$ cat src/rtl/concat_ddr_sched.sv
// Skip-connection concat scheduler: arbitrates one DDR port between encoder FIFO flushes and decoder FIFO refills.
// Optional macro CONCAT_RW_ALT_EN: alternate read/write direction on ties instead of always favouring reads.
module concat_ddr_sched #(
  parameter int CH_NUM        = 6,
  parameter int BURST_LEN     = 16,
  parameter int REGION_BURSTS = 64,
  parameter int ADDR_WIDTH    = 24
) (
  input  logic                  clk,
  input  logic                  reset_n,
  input  logic [CH_NUM-1:0]     req_wr,
  input  logic [CH_NUM-1:0]     req_rd,
  input  logic                  frame_start,
  output logic                  ddr_cmd_valid,
  output logic                  ddr_cmd_wr,
  output logic [ADDR_WIDTH-1:0] ddr_cmd_addr,
  input  logic                  ddr_cmd_ready,
  input  logic                  ddr_beat,
  output logic [CH_NUM-1:0]     ddr_fifo_rd,
  output logic [CH_NUM-1:0]     ddr_fifo_wr,
  output logic                  busy,
  output logic [CH_NUM-1:0]     region_full
);

  localparam int unsigned NCH = CH_NUM;
  localparam int CW = (CH_NUM > 1) ? $clog2(CH_NUM) : 1;
  localparam int PW = $clog2(REGION_BURSTS);
  localparam int OW = PW + 1;
  localparam int BW = $clog2(BURST_LEN);
  localparam logic [OW-1:0] OCC_FULL  = OW'(REGION_BURSTS);
  localparam logic [CW-1:0] CH_LAST   = CW'(CH_NUM - 1);
  localparam logic [BW-1:0] BEAT_LAST = BW'(BURST_LEN - 1);

  typedef enum logic [1:0] {IDLE, CMD, DATA} state_t;

  state_t                state, state_n;
  logic [PW-1:0]         wp [CH_NUM];
  logic [PW-1:0]         wp_n [CH_NUM];
  logic [PW-1:0]         rp [CH_NUM];
  logic [PW-1:0]         rp_n [CH_NUM];
  logic [OW-1:0]         occ [CH_NUM];
  logic [OW-1:0]         occ_n [CH_NUM];
  logic [CW-1:0]         wr_rr, wr_rr_n, rd_rr, rd_rr_n;
  logic [BW-1:0]         beat_cnt, beat_cnt_n;
  logic                  pend_clr, pend_clr_n;
  logic [CW-1:0]         g_ch, g_ch_n;
  logic                  g_wr, g_wr_n;
  logic [ADDR_WIDTH-1:0] g_addr, g_addr_n;
  logic [CH_NUM-1:0]     elig_wr, elig_rd, g_onehot;
  logic                  wr_found, rd_found, pick_wr;
  logic [CW-1:0]         wr_pick, rd_pick;
`ifdef CONCAT_RW_ALT_EN
  logic                  last_wr, last_wr_n;
`endif

  // Returns {found, channel}: first eligible channel scanning upward from start, wrapping.
  function automatic logic [CW:0] rr_pick(input logic [CH_NUM-1:0] elig,
                                          input logic [CW-1:0]     start);
    logic [CW:0] res;
    int unsigned idx;
    res = '0;
    for (int unsigned i = 0; i < NCH; i++) begin
      idx = i + 32'(start);
      if (idx >= NCH) idx = idx - NCH;
      if (!res[CW] && elig[idx]) res = {1'b1, CW'(idx)};
    end
    return res;
  endfunction

  function automatic logic [CW-1:0] rr_next(input logic [CW-1:0] ch);
    return (ch == CH_LAST) ? '0 : ch + 1'b1;
  endfunction

  // Region sizes are powers of two, so the address is a plain field concatenation.
  function automatic logic [ADDR_WIDTH-1:0] burst_addr(input logic [CW-1:0] ch,
                                                       input logic [PW-1:0] ptr);
    return (ADDR_WIDTH'(ch) << (PW + BW)) | (ADDR_WIDTH'(ptr) << BW);
  endfunction

  always_comb begin
    elig_wr = '0;
    elig_rd = '0;
    for (int unsigned c = 0; c < NCH; c++) begin
      elig_wr[c] = req_wr[c] && (occ[c] != OCC_FULL);
      elig_rd[c] = req_rd[c] && (occ[c] != '0);
    end
    {wr_found, wr_pick} = rr_pick(elig_wr, wr_rr);
    {rd_found, rd_pick} = rr_pick(elig_rd, rd_rr);
`ifdef CONCAT_RW_ALT_EN
    pick_wr = wr_found && (!rd_found || !last_wr);
`else
    pick_wr = wr_found && !rd_found;
`endif
  end

  always_comb begin
    state_n    = state;
    wp_n       = wp;
    rp_n       = rp;
    occ_n      = occ;
    wr_rr_n    = wr_rr;
    rd_rr_n    = rd_rr;
    beat_cnt_n = beat_cnt;
    pend_clr_n = pend_clr;
    g_ch_n     = g_ch;
    g_wr_n     = g_wr;
    g_addr_n   = g_addr;
`ifdef CONCAT_RW_ALT_EN
    last_wr_n  = last_wr;
`endif
    case (state)
      IDLE: begin
        if (pend_clr || frame_start) begin
          for (int unsigned c = 0; c < NCH; c++) begin
            wp_n[c]  = '0;
            rp_n[c]  = '0;
            occ_n[c] = '0;
          end
          wr_rr_n    = '0;
          rd_rr_n    = '0;
          pend_clr_n = 1'b0;
        end else if (wr_found || rd_found) begin
          g_wr_n   = pick_wr;
          g_ch_n   = pick_wr ? wr_pick : rd_pick;
          g_addr_n = pick_wr ? burst_addr(wr_pick, wp[wr_pick])
                             : burst_addr(rd_pick, rp[rd_pick]);
          state_n  = CMD;
        end
      end
      CMD: begin
        if (frame_start) pend_clr_n = 1'b1;
        if (ddr_cmd_ready) begin
          beat_cnt_n = '0;
          state_n    = DATA;
        end
      end
      DATA: begin
        if (frame_start) pend_clr_n = 1'b1;
        if (ddr_beat) begin
          beat_cnt_n = beat_cnt + 1'b1;
          if (beat_cnt == BEAT_LAST) begin
            state_n = IDLE;
`ifdef CONCAT_RW_ALT_EN
            last_wr_n = g_wr;
`endif
            // A pending clear wipes everything in IDLE, so skipping the update keeps region_full glitch-free.
            if (!(pend_clr || frame_start)) begin
              if (g_wr) begin
                wp_n[g_ch]  = wp[g_ch] + 1'b1;
                occ_n[g_ch] = occ[g_ch] + 1'b1;
                wr_rr_n     = rr_next(g_ch);
              end else begin
                rp_n[g_ch]  = rp[g_ch] + 1'b1;
                occ_n[g_ch] = occ[g_ch] - 1'b1;
                rd_rr_n     = rr_next(g_ch);
              end
            end
          end
        end
      end
      default: state_n = IDLE;
    endcase
  end

  always_ff @(posedge clk or negedge reset_n) begin
    if (!reset_n) begin
      state <= IDLE;
      for (int unsigned c = 0; c < NCH; c++) begin
        wp[c]  <= '0;
        rp[c]  <= '0;
        occ[c] <= '0;
      end
      wr_rr       <= '0;
      rd_rr       <= '0;
      beat_cnt    <= '0;
      pend_clr    <= 1'b0;
      g_ch        <= '0;
      g_wr        <= 1'b0;
      g_addr      <= '0;
      region_full <= '0;
`ifdef CONCAT_RW_ALT_EN
      last_wr     <= 1'b0;
`endif
    end else begin
      state    <= state_n;
      wp       <= wp_n;
      rp       <= rp_n;
      occ      <= occ_n;
      wr_rr    <= wr_rr_n;
      rd_rr    <= rd_rr_n;
      beat_cnt <= beat_cnt_n;
      pend_clr <= pend_clr_n;
      g_ch     <= g_ch_n;
      g_wr     <= g_wr_n;
      g_addr   <= g_addr_n;
      for (int unsigned c = 0; c < NCH; c++) begin
        region_full[c] <= (occ_n[c] == OCC_FULL);
      end
`ifdef CONCAT_RW_ALT_EN
      last_wr  <= last_wr_n;
`endif
    end
  end

  always_comb begin
    g_onehot      = CH_NUM'(1) << g_ch;
    busy          = (state != IDLE);
    ddr_cmd_valid = (state == CMD);
    ddr_cmd_wr    = g_wr;
    ddr_cmd_addr  = g_addr;
    ddr_fifo_rd   = (state == DATA && g_wr)  ? (g_onehot & {CH_NUM{ddr_beat}}) : '0;
    ddr_fifo_wr   = (state == DATA && !g_wr) ? (g_onehot & {CH_NUM{ddr_beat}}) : '0;
  end

endmodule
$ cat config.mk
export PLATFORM = sky130hd
export DESIGN_NAME = concat_ddr_sched
export DESIGN_NICKNAME = d
export VERILOG_FILES = /design/src/rtl/concat_ddr_sched.sv
export SDC_FILE = /design/constraint.sdc
export NUM_CORES = 1
export LEC_CHECK = 0
export BUFFER_PORTS_ARGS = -buffer_cell sky130_fd_sc_hd__clkbuf_2
export CORE_MARGIN = 3
export CORE_UTILIZATION = 45
export CTS_BUF_LIST = sky130_fd_sc_hd__clkbuf_8
export DETAILED_ROUTE_END_ITERATION = 6
export PLACE_DENSITY = 0.66
export SYNTH_ARGS = -nofsm -noshare
export SYNTH_HDL_FRONTEND = slang
export SYNTH_SLANG_ARGS = --single-unit
$ cat constraint.sdc
create_clock -name clk -period 4.3 [get_ports clk]
set_input_delay 0.43 -clock clk [delete_from_list [all_inputs] [get_ports clk]]
set_output_delay 0.43 -clock clk [all_outputs]
set_load 0.01 [all_outputs]
==> metrics.yaml, run 1 <==
run_status:
  status: "finished, final reports clean"
placement:
  dp_worst_setup_slack_ns: -0.0401
  place_area_um2: 11700
  io_buffers: 46
  gp_congestion: 0.940
  dp_hpwl_mm: 23.2
die:
  io_pins: 62
  dieArea_um2: 26900
  rows: 57
  dieWidth_um: 164
  die_height_um: 164
  core_area_um2: 24500
  initial_utilization_pct: 45.9
setup_path:
  crit_start: "wr_rr[0]"
  cpLargestDelayFamily: "compound AO/OA/AOI/OAI gates"
  cp_common_cell: "ha_1"
  timing.rr.end: "ddr_cmd_addr[8]"
  crit-reg2reg-launch: "wr_rr[0]"
  critPathLaunchType: "flop"
  cp_slowest_stage_delay_ns: 0.52
  worst-path-buf-inv: 1
  crit_type: "reg -> reg"
  crit_chain: "ha_1, xnor2_2, inv_1, ha_1, a21o_1, nor3b_1, o32ai_1, o31ai_2, nor3_4, nor2_1, a211o_4, a221oi_1, a211oi_1, o41a_1"
  cp-end-kind: "flop"
  rr_worst_depth: 14
  path_depth: 14
  critPathRequiredTime_ns: 4.66
  r2r_slack_ns: 0.14
  critPathMaxFanout: 8
  critPathArrivalTime_ns: 4.53
  slowest_stage: "o32ai_1"
drt:
  drt_iter0_drc: 1112
  wire_per_inst_um: 20.8
  drcViolationCount: 0
  finalWirelength_mm: 33.5
  dr.pass1.iters: 6
  vias_per_cell: 6.32
  dr_total_vias: 10156
  ant_nets: 0
sta:
  finalSetupViolCount: 0
  fmax_mhz: 240
  timing.final.crit_share_pct: 96.8
  fin_ws_ns: 0.136
  fin_skew_ns: 0.0151
  final_max_slew_viol_count: 0
  worst_pin_slew_ns: 0.879
  fin_crit_ns: 4.16
  hold_violations: 0
  slew_headroom_pct: 41.4
synthesis:
  ys_seq_area_share_pct: 31.8
  syn_inst: 1247
  ys.flop_type: "dfrtp_1"
  async_flop_share_pct: 100
  synth_cell_type_count: 106
  synth_edf_count: 0
  syn_area_per_cell_um2: 9.01
  synth_seq_cells: 143
  netlist_area_um2: 11200
  yosys_warnings: 0
grt:
  grt_pass1_vias: 9481
  grt_max_degree: 92
  grt_overflow: 0
  antenna_found_initial: 0
  grt_pass1_wl_mm: 52.5
  groute.usage.overall_pct: 24.7
clock_tree:
  path_clk_slew_ns: 0.09
  ctsHoldBuffers: 0
  htree_levels: 4
  cts_inserted_buffers: 17
  clk_latency_ns: 0.49
  clockRootBuffer: "clkbuf_8"
  ctsLongestPathBuffers: 2
  cts_sinks: 143
  cts_tree: "built"
pwr:
  combinationalPowerShare_pct: 66.7
  worst_ir_drop_vdd_mv: 0.479
  p_sw_share_pct: 51.8
  power.share.sequential_pct: 19.9
  switchingPower_mw: 4.32
  power_leakage_nw: 5.40
  powerDensity_nw_per_um2: 676
  cell_internal_pwr_mw: 4.02
  pwr-share-clk_pct: 13.4
finish:
  drive_above_1_share_pct: 20.5
  layout_common_cells: "nand2_1 (160), dfrtp_1 (142), o21ai_0 (136)"
  final_area_um2: 12300
  final_common_cell: "nand2_1"
  areaGrowthSynthToFinish_pct: 9.81
  diodes: 0
  layout.nets: 1318
flow_run:
  maxCapViolations: 0
worst_hold_path:
  worstHoldPathType: "in -> async"
cells in the mapped netlist, drive strengths merged (4+ instances only):
| cell | count | share of area, % |
|---|---|---|
| xnor2 | 15 | 1.2 |
| mux2i | 38 | 3.4 |
| nand4 | 8 | 0.58 |
| nand3 | 31 | 1.5 |
| or3 | 9 | 0.57 |
| or4 | 6 | 0.53 |
| inv | 25 | 0.84 |
| and2 | 15 | 0.88 |
| a21boi | 4 | 0.40 |
| and3 | 15 | 0.85 |
| mux2 | 32 | 3.2 |
| a21o | 9 | 0.65 |
| dfrtp | 143 | 32 |
| or3b | 6 | 0.47 |
| mux4 | 20 | 4.1 |
| a22o | 122 | 9.5 |
| nor3 | 19 | 0.89 |
| xor2 | 11 | 0.86 |
| nand2b | 13 | 0.72 |
| nor2 | 65 | 2.3 |
| a211oi | 11 | 0.73 |
| o31ai | 8 | 0.66 |
| o22a | 5 | 0.40 |
| a221oi | 13 | 1.0 |
| buf | 35 | 2.2 |
| o41a | 6 | 0.60 |
| a211o | 8 | 0.68 |
| o22ai | 14 | 0.84 |
| o21ai | 147 | 6.7 |
| nand2 | 162 | 5.5 |
| a22oi | 5 | 0.33 |
| o211ai | 10 | 0.76 |
| clkbuf | 66 | 2.5 |
| nor2b | 5 | 0.28 |
| a21oi | 26 | 1.2 |
| a31oi | 6 | 0.33 |
| o21a | 5 | 0.33 |
| o211a | 16 | 1.4 |
| or2 | 8 | 0.45 |
| nor4 | 11 | 0.80 |
| ha | 31 | 3.5 |
power groups by stage:
stage | clock, mW | sequential [mW] | combinational (mW)
2_1_floorplan | 0 | 1.61 | 3.80
3_3_place_gp | 0 | 1.67 | 4.98
3_5_place_dp | 0 | 1.67 | 5.03
4_1_cts | 1.13 | 1.65 | 5.05
5_1_grt | 1.19 | 1.67 | 5.96
6_report | 1.12 | 1.66 | 5.57
layout make-up:
cell class	count	area, um^2
multi-input cells	992	7270
well taps	324	405
fillers	2247	12100
flip-flops and latches	143	3580
repair buffers	90	599
clock buffers	18	248
inverters	26	98.8
clock inverters	14	144
registers in the layout, indices dropped and copies added, names as in the netlist:
register      flops
wr_rr             3
state             2
pend_clr          1
ddr_cmd_wr        1
rd_rr             3
beat_cnt          4
rp               36
region_full       6
g_ch              2
wp               36
occ              42
ddr_cmd_addr      7
how the worst max path moves through the flow:
stage / slack [ns] / endpoint
6_report: 0.14 / ddr_cmd_addr[8]
5_1_grt: -0.05 / ddr_cmd_addr[8]
4_1_cts: 0.008 / ddr_cmd_addr[8]
3_5_place_dp: -0.04 / ddr_cmd_addr[8]
3_3_place_gp: 0.1 / ddr_cmd_addr[8]
2_1_floorplan: 0.02 / ddr_cmd_addr[9]
repair_timing:
action                                  4_1_cts  5_1_grt
resized for setup                             1       23
setup buffers                                 0        5
cloned                                        0        2
pin swaps                                     0        3
endpoints found under the setup margin        4       10
logic make-up (layout without fill, tap and decap cells):
| kind of cell | after synthesis | in the layout | share of synthesized area (%) |
|---|---|---|---|
| compound gates | 443 | 443 | 28.9 |
| xor+xnor | 26 | 26 | 2.03 |
| fa+ha+maj | 31 | 31 | 3.45 |
| buf+inv | 128 | 148 | 5.70 |
| flops | 143 | 143 | 31.8 |
| mux | 90 | 90 | 10.7 |
| other cells | 1 | 15 | 0.0334 |
| simple gates | 385 | 387 | 17.4 |
stage by stage:
| step | cells | utilization (%) | power, mW | setup TNS [ns] | hold WS, ns |
|---|---|---|---|---|---|
| 2_1_floorplan | 1261 | - | 5.41 | 0 | 0.134 |
| 3_3_place_gp | 1568 | 48.0 | 6.65 | 0 | 0.505 |
| 3_5_place_dp | 1568 | 48.0 | 6.71 | -0.0426 | 0.514 |
| 4_1_cts | 1600 | 49.6 | 7.83 | 0 | 0.0759 |
| 5_1_grt | 1607 | 50.4 | 8.83 | -0.0926 | 0.114 |
| 6_report | 1607 | 50.4 | 8.34 | 0 | 0.0361 |
layer usage:
| layer | wire length, um | global-route usage (%) |
|---|---|---|
| met1 | 15200 | 35.3 |
| met2 | 14800 | 37.4 |
| met3 | 2370 | 4.34 |
| met4 | 1120 | 9.11 |
| met5 | 0 | 0 |
worst reg2reg max path: stages (launching register included):
cell and delay, ns:
dfrtp_1 0.41, ha_1 0.26, xnor2_2 0.22, inv_1 0.12
ha_1 0.21, a21o_1 0.19, nor3b_1 0.14, o32ai_1 0.52
o31ai_2 0.24, nor3_4 0.41, nor2_1 0.12, a211o_4 0.35
a221oi_1 0.30, a211oi_1 0.12, o41a_1 0.42
Note: power is estimated with default switching activity, not from simulation.
==> inputs of run 2 (changes only) <==
--- a/config.mk
+++ b/config.mk
@@ -7,10 +7,10 @@
 export LEC_CHECK = 0
 export BUFFER_PORTS_ARGS = -buffer_cell sky130_fd_sc_hd__clkbuf_2
 export CORE_MARGIN = 3
-export CORE_UTILIZATION = 45
+export CORE_UTILIZATION = 58
 export CTS_BUF_LIST = sky130_fd_sc_hd__clkbuf_8
 export DETAILED_ROUTE_END_ITERATION = 6
-export PLACE_DENSITY = 0.66
+export PLACE_DENSITY = 0.81
 export SYNTH_ARGS = -nofsm -noshare
 export SYNTH_HDL_FRONTEND = slang
 export SYNTH_SLANG_ARGS = --single-unit
==> run 2 against run 1 <==
  * Final cell count fell by 4.6%
  * Non-clock buffer count fell by 8
  * Setup slack got worse by 0.0047 ns
  * Critical path depth rose by 1
  * Global-route usage rose by 5.5 points
  * Largest cell class unchanged
  * Cell area fell by 1.8%
==> metrics.yaml, run 2 (synthesis results as in run 1) <==
drt:
  dr.pass1.iters: 5  # was 6
  drt_iter0_drc: 1301  # was 1112
  wire_per_inst_um: 21.1  # was 20.8 um
  drcViolationCount: 0  # unchanged
  finalWirelength_mm: 32.4  # was 33.5 mm
  ant_nets: 0  # unchanged
  vias_per_cell: 6.79  # was 6.32
  dr_total_vias: 10414  # was 10156
die:
  rows: 50  # was 57
  initial_utilization_pct: 59.5  # was 45.9%
  io_pins: 62  # unchanged
  dieArea_um2: 21100  # was 26900 um^2
  dieWidth_um: 145  # was 164 um
  die_height_um: 145  # was 164 um
  core_area_um2: 18900  # was 24500 um^2
grt:
  antenna_found_initial: 0  # unchanged
  groute.usage.overall_pct: 30.2  # was 24.7%
  grt_pass1_wl_mm: 52.2  # was 52.5 mm
  grt_pass1_vias: 9810  # was 9481
  grt_overflow: 0  # unchanged
  grt_max_degree: 81  # was 92
clock_tree:
  htree_levels: 4  # unchanged
  clockRootBuffer: "clkbuf_8"  # unchanged
  cts_inserted_buffers: 17  # unchanged
  cts_sinks: 143  # unchanged
  ctsHoldBuffers: 0  # unchanged
  clk_latency_ns: 0.47  # was 0.49 ns
  cts_tree: "built"  # unchanged
  ctsLongestPathBuffers: 2  # unchanged
  path_clk_slew_ns: 0.09  # about the same
setup_path:
  critPathLaunchType: "flop"  # unchanged
  rr_worst_depth: 15  # was 14
  cp-end-kind: "flop"  # unchanged
  crit-reg2reg-launch: "wr_rr[1]"  # was wr_rr[0]
  critPathRequiredTime_ns: 4.65  # was 4.66 ns
  critPathArrivalTime_ns: 4.51  # was 4.53 ns
  timing.rr.end: "ddr_cmd_addr[7]"  # was ddr_cmd_addr[8]
  crit_type: "reg -> reg"  # unchanged
  critPathMaxFanout: 5  # was 8
  r2r_slack_ns: 0.13  # was 0.14 ns
run_status:
  status: "finished, final reports clean"  # unchanged
sta:
  fmax_mhz: 240  # about the same
  fin_crit_ns: 4.17  # was 4.16 ns
  slew_headroom_pct: 24.0  # was 41.4%
  finalSetupViolCount: 0  # unchanged
  fin_skew_ns: 0.0146  # was 0.0151 ns
  worst_pin_slew_ns: 1.14  # was 0.879 ns
  timing.final.crit_share_pct: 97.0  # was 96.8%
  fin_ws_ns: 0.131  # was 0.136 ns
  final_max_slew_viol_count: 0  # unchanged
  hold_violations: 0  # unchanged
finish:
  final_area_um2: 12100  # was 12300 um^2
  areaGrowthSynthToFinish_pct: 7.85  # was 9.81%
  layout_common_cells: "nand2_1 (160), dfrtp_1 (142), o21ai_0 (136)"  # unchanged
  largest_reg_flops: 42  # unchanged
  final_common_cell: "nand2_1"  # unchanged
  drive_above_1_share_pct: 19.2  # was 20.5%
  regMostFlops: "occ"  # unchanged
  reg_top3: "occ (42), rp (36), wp (36)"  # unchanged
  diodes: 0  # unchanged
  finish.utilization_pct: 64.2  # was 50.4%
  layout.nets: 1308  # was 1318
placement:
  gp_congestion: 0.966  # was 0.940
  place_area_um2: 11600  # was 11700 um^2
  dp_worst_setup_slack_ns: 0.0678  # was -0.0401 ns
  dp_hpwl_mm: 22.2  # was 23.2 mm
  io_buffers: 46  # unchanged
pwr:
  power_leakage_nw: 5.36  # was 5.40 nW
  worst_ir_drop_vdd_mv: 0.465  # was 0.479 mV
  powerDensity_nw_per_um2: 663  # was 676 nW/um^2
worst_hold_path:
  worstHoldPathType: "in -> async"  # unchanged
flow_run:
  maxCapViolations: 0  # unchanged
-- run 2: metrics by stage --
step,std cells,hold WS (ns),power (mW),setup TNS (ns)
3_5_place_dp,1498,0.523,6.59,0
6_report,1533,0.00919,8.04,0
4_1_cts,1530,0.0295,7.72,0
2_1_floorplan,1261,0.134,5.41,0
5_1_grt,1533,0.0607,8.47,-0.0232
3_3_place_gp,1498,0.505,6.51,0
-- run 2: power breakdown --
group | internal, mW | switching (mW)
Sequential | 1.47 | 0.198
Combinational | 1.90 | 3.34
Clock | 0.571 | 0.558
Total | 3.94 | 4.09
-- run 2: cell type report --
type / instances / area, um^2
inverter: 26 / 98.8
fill: 1558 / 6770
sequential: 143 / 3580
tap: 260 / 325
clock buffer: 17 / 234
timing repair buffer: 82 / 532
clock inverter: 15 / 171
multi-input combinational: 990 / 7180
-- run 2: worst max path at each step --
| stage | end | from | slack (ns) | cells after the start |
|---|---|---|---|---|
| 2_1_floorplan | ddr_cmd_addr[9] | wr_rr[0] | 0.02 | 18 |
| 3_3_place_gp | ddr_cmd_addr[5] | wr_rr[1] | 0.18 | 14 |
| 3_5_place_dp | ddr_cmd_addr[5] | wr_rr[1] | 0.07 | 13 |
| 4_1_cts | ddr_cmd_addr[5] | wr_rr[1] | 0.07 | 14 |
| 5_1_grt | ddr_cmd_addr[5] | wr_rr[1] | -0.02 | 15 |
| 6_report | ddr_cmd_addr[7] | wr_rr[1] | 0.13 | 15 |
-- run 2: critical path: stages, from the launching register on --
cell,delay [ns]
dfrtp_1,0.40
inv_1,0.08
ha_1,0.29
inv_1,0.09
ha_1,0.24
a211o_1,0.30
a211o_1,0.31
a211o_1,0.33
a32oi_1,0.29
nand2_1,0.10
o41ai_1,0.42
a21oi_2,0.21
buf_12,0.18
a221oi_1,0.27
a211oi_1,0.12
o41a_1,0.42
-- run 2: what timing repair did --
action / 4_1_cts / 5_1_grt
resized for setup: 0 / 12
buffers inserted: 0 / 3
endpoints found under the setup margin: 0 / 10
-- run 2: layer usage --
metal	global-route usage (%)	part of all wire [%]
met5	0	0
met4	11.7	3.4
met3	5.87	9.1
met2	46.3	46
met1	42.5	42
==> inputs of run 3 (changes only) <==
--- a/config.mk
+++ b/config.mk
@@ -5,7 +5,7 @@
 export SDC_FILE = /design/constraint.sdc
 export NUM_CORES = 1
 export LEC_CHECK = 0
-export BUFFER_PORTS_ARGS = -buffer_cell sky130_fd_sc_hd__clkbuf_2
+export BUFFER_PORTS_ARGS = -buffer_cell sky130_fd_sc_hd__buf_2
 export CORE_MARGIN = 3
 export CORE_UTILIZATION = 58
 export CTS_BUF_LIST = sky130_fd_sc_hd__clkbuf_8
==> run 3 against run 2 <==
  * The run now ends with hold timing left
  * Clock skew rose by 0.0016 ns
  * Maximum frequency rose by 2.0%
  * Global-route usage fell by 0.46 points
  * Die area did not move
  * Final cell count fell by 0.13%
  * Worst hold slack got worse by 0.016 ns
  * Clock power barely moved
  * Core utilization fell by 0.15 points
  * Non-clock buffer count fell by 1
  * Total power fell by 0.73%
  * Critical path depth fell by 1
  * Sequential power barely moved
==> metrics.yaml, run 3 (synthesis results as in run 1) <==
sta:
  fin_crit_ns: 4.09  # was 4.17 ns
  final_max_slew_viol_count: 0  # unchanged
  slew_headroom_pct: 21.1  # was 24.0%
  finalSetupViolCount: 0  # unchanged
  fin_hold_ws_ns: -0.00663  # was 0.00919 ns
  fmax_mhz: 245  # was 240 MHz
  worst_pin_slew_ns: 1.18  # was 1.14 ns
  hold_violations: 6  # was 0
  fin_skew_ns: 0.0162  # was 0.0146 ns
  timing.final.crit_share_pct: 95.1  # was 97.0%
clock_tree:
  clk_latency_ns: 0.47  # about the same
  htree_levels: 4  # unchanged
  ctsHoldBuffers: 0  # unchanged
  cts_tree: "built"  # unchanged
  ctsLongestPathBuffers: 2  # unchanged
  clockRootBuffer: "clkbuf_8"  # unchanged
  cts_inserted_buffers: 17  # unchanged
  cts_sinks: 143  # unchanged
  path_clk_slew_ns: 0.09  # about the same
die:
  dieWidth_um: 145  # unchanged
  die_height_um: 145  # unchanged
  dieArea_um2: 21100  # unchanged
  rows: 50  # unchanged
  initial_utilization_pct: 59.5  # unchanged
  core_area_um2: 18900  # unchanged
  io_pins: 62  # unchanged
finish:
  areaGrowthSynthToFinish_pct: 7.60  # was 7.85%
  layout_common_cells: "nand2_1 (160), dfrtp_1 (142), o21ai_0 (136)"  # unchanged
  final_area_um2: 12100  # about the same
  finish.utilization_pct: 64.0  # was 64.2%
  register_area_um2: 3580  # unchanged
  layout.nets: 1307  # was 1308
  reg_top3: "occ (42), rp (36), wp (36)"  # unchanged
  multi_input_area_um2: 7170  # was 7180 um^2
  regMostFlops: "occ"  # unchanged
  diodes: 0  # unchanged
  final_common_cell: "nand2_1"  # unchanged
  fillerInstances: 1580  # was 1558
  drive_above_1_share_pct: 19.2  # about the same
  largest_reg_flops: 42  # unchanged
grt:
  grt_max_degree: 73  # was 81
  antenna_found_initial: 0  # unchanged
  groute.usage.overall_pct: 29.8  # was 30.2%
  grt_pass1_vias: 9690  # was 9810
  grt_overflow: 0  # unchanged
  grt_pass1_wl_mm: 51.5  # was 52.2 mm
pwr:
  power_mw: 7.98  # was 8.04 mW
  powerDensity_nw_per_um2: 660  # was 663 nW/um^2
  worst_ir_drop_vdd_mv: 0.519  # was 0.465 mV
  power_leakage_nw: 5.36  # about the same
run_status:
  failed_checks: "hold timing"
  status: "finished, violations left"  # was finished, final reports clean
drt:
  drt_iter0_drc: 1183  # was 1301
  wire_per_inst_um: 21.1  # about the same
  vias_per_cell: 6.78  # was 6.79
  finalWirelength_mm: 32.3  # was 32.4 mm
  drcViolationCount: 0  # unchanged
  dr.pass1.iters: 7  # was 5
  dr_total_vias: 10376  # was 10414
  ant_nets: 0  # unchanged
setup_path:
  critPathLaunchType: "flop"  # unchanged
  critPathRequiredTime_ns: 4.65  # about the same
  crit_type: "reg -> reg"  # unchanged
  critPathMaxFanout: 18  # was 5
  rr_worst_depth: 14  # was 15
  critPathArrivalTime_ns: 4.44  # was 4.51 ns
  cp-end-kind: "flop"  # unchanged
placement:
  io_buffers: 46  # unchanged
  gp_congestion: 0.943  # was 0.966
  place_area_um2: 11600  # about the same
  dp_hpwl_mm: 22.3  # was 22.2 mm
flow_run:
  maxCapViolations: 0  # unchanged
worst_hold_path:
  worstHoldPathType: "in -> async"  # unchanged
-- run 3: changes by cell type in the layout (fill, tap and decap cells not counted), moves of 2 or more --
cell	delta
buf_2	+45
clkinv_2	-3
buf_12	-2
clkbuf_2	-45
-- run 3: final timing paths --
check,from,end,slack [ns]
hold / removal,reset_n,region_full[2],-0.007
setup reg to reg,wr_rr[1],ddr_cmd_addr[9],0.21
hold reg to reg,pend_clr,pend_clr,0.54
min in group clk,frame_start,pend_clr,0.18
setup / recovery,wr_rr[1],ddr_cmd_addr[9],0.21
max in group asynchronous,reset_n,rp[20],3.33
-- run 3: timing repair --
action,4_1_cts,5_1_grt
endpoints found under the hold margin,0,0
setup endpoints to repair,0,10
setup buffers,0,1
gates resized for setup,0,13
-- run 3: where the power goes --
part	internal, mW	switching, mW	leakage (nW)
clock	0.588	0.556	0.208
combinational	1.86	3.33	3.19
sequential	1.47	0.172	1.96
-- run 3: layout make-up --
cell class	count	area share [%]
clock inverter	13	1.37
tap	260	2.69
multi-input combinational	990	59.3
timing repair buffer	81	4.16
inverter	26	0.817
sequential	143	29.6
clock buffer	18	2.05
-- run 3: routing by layer --
layer	vias to the layer above	share of wire, %	track usage, %
met4	0	4.2	12.9
met5	-	0	0
met3	105	8.8	5.97
met2	591	45	45.3
li1	4701	-	-
met1	4979	42	41.5
-- run 3: critical path: stages, from the launching register on --
cell and delay (ns):
dfrtp_1 0.39, inv_1 0.07, ha_1 0.29, inv_1 0.09, ha_1 0.24, a211o_1 0.30
a211o_1 0.31, a211o_1 0.33, a32o_2 0.31, nor4_4 0.40, nand4_4 0.35, nand2_4 0.20
a21o_2 0.17, a211oi_1 0.09, o41a_1 0.43
-- run 3: through the flow --
stage / setup TNS, ns / worst slack [ns] / std cells
5_1_grt: -0.370 / -0.0947 / 1531
4_1_cts: 0 / 0.0115 / 1530
6_report: 0 / 0.212 / 1531
3_3_place_gp: 0 / 0.197 / 1499
3_5_place_dp: 0 / 0.0363 / 1499
2_1_floorplan: 0 / 0.0150 / 1261
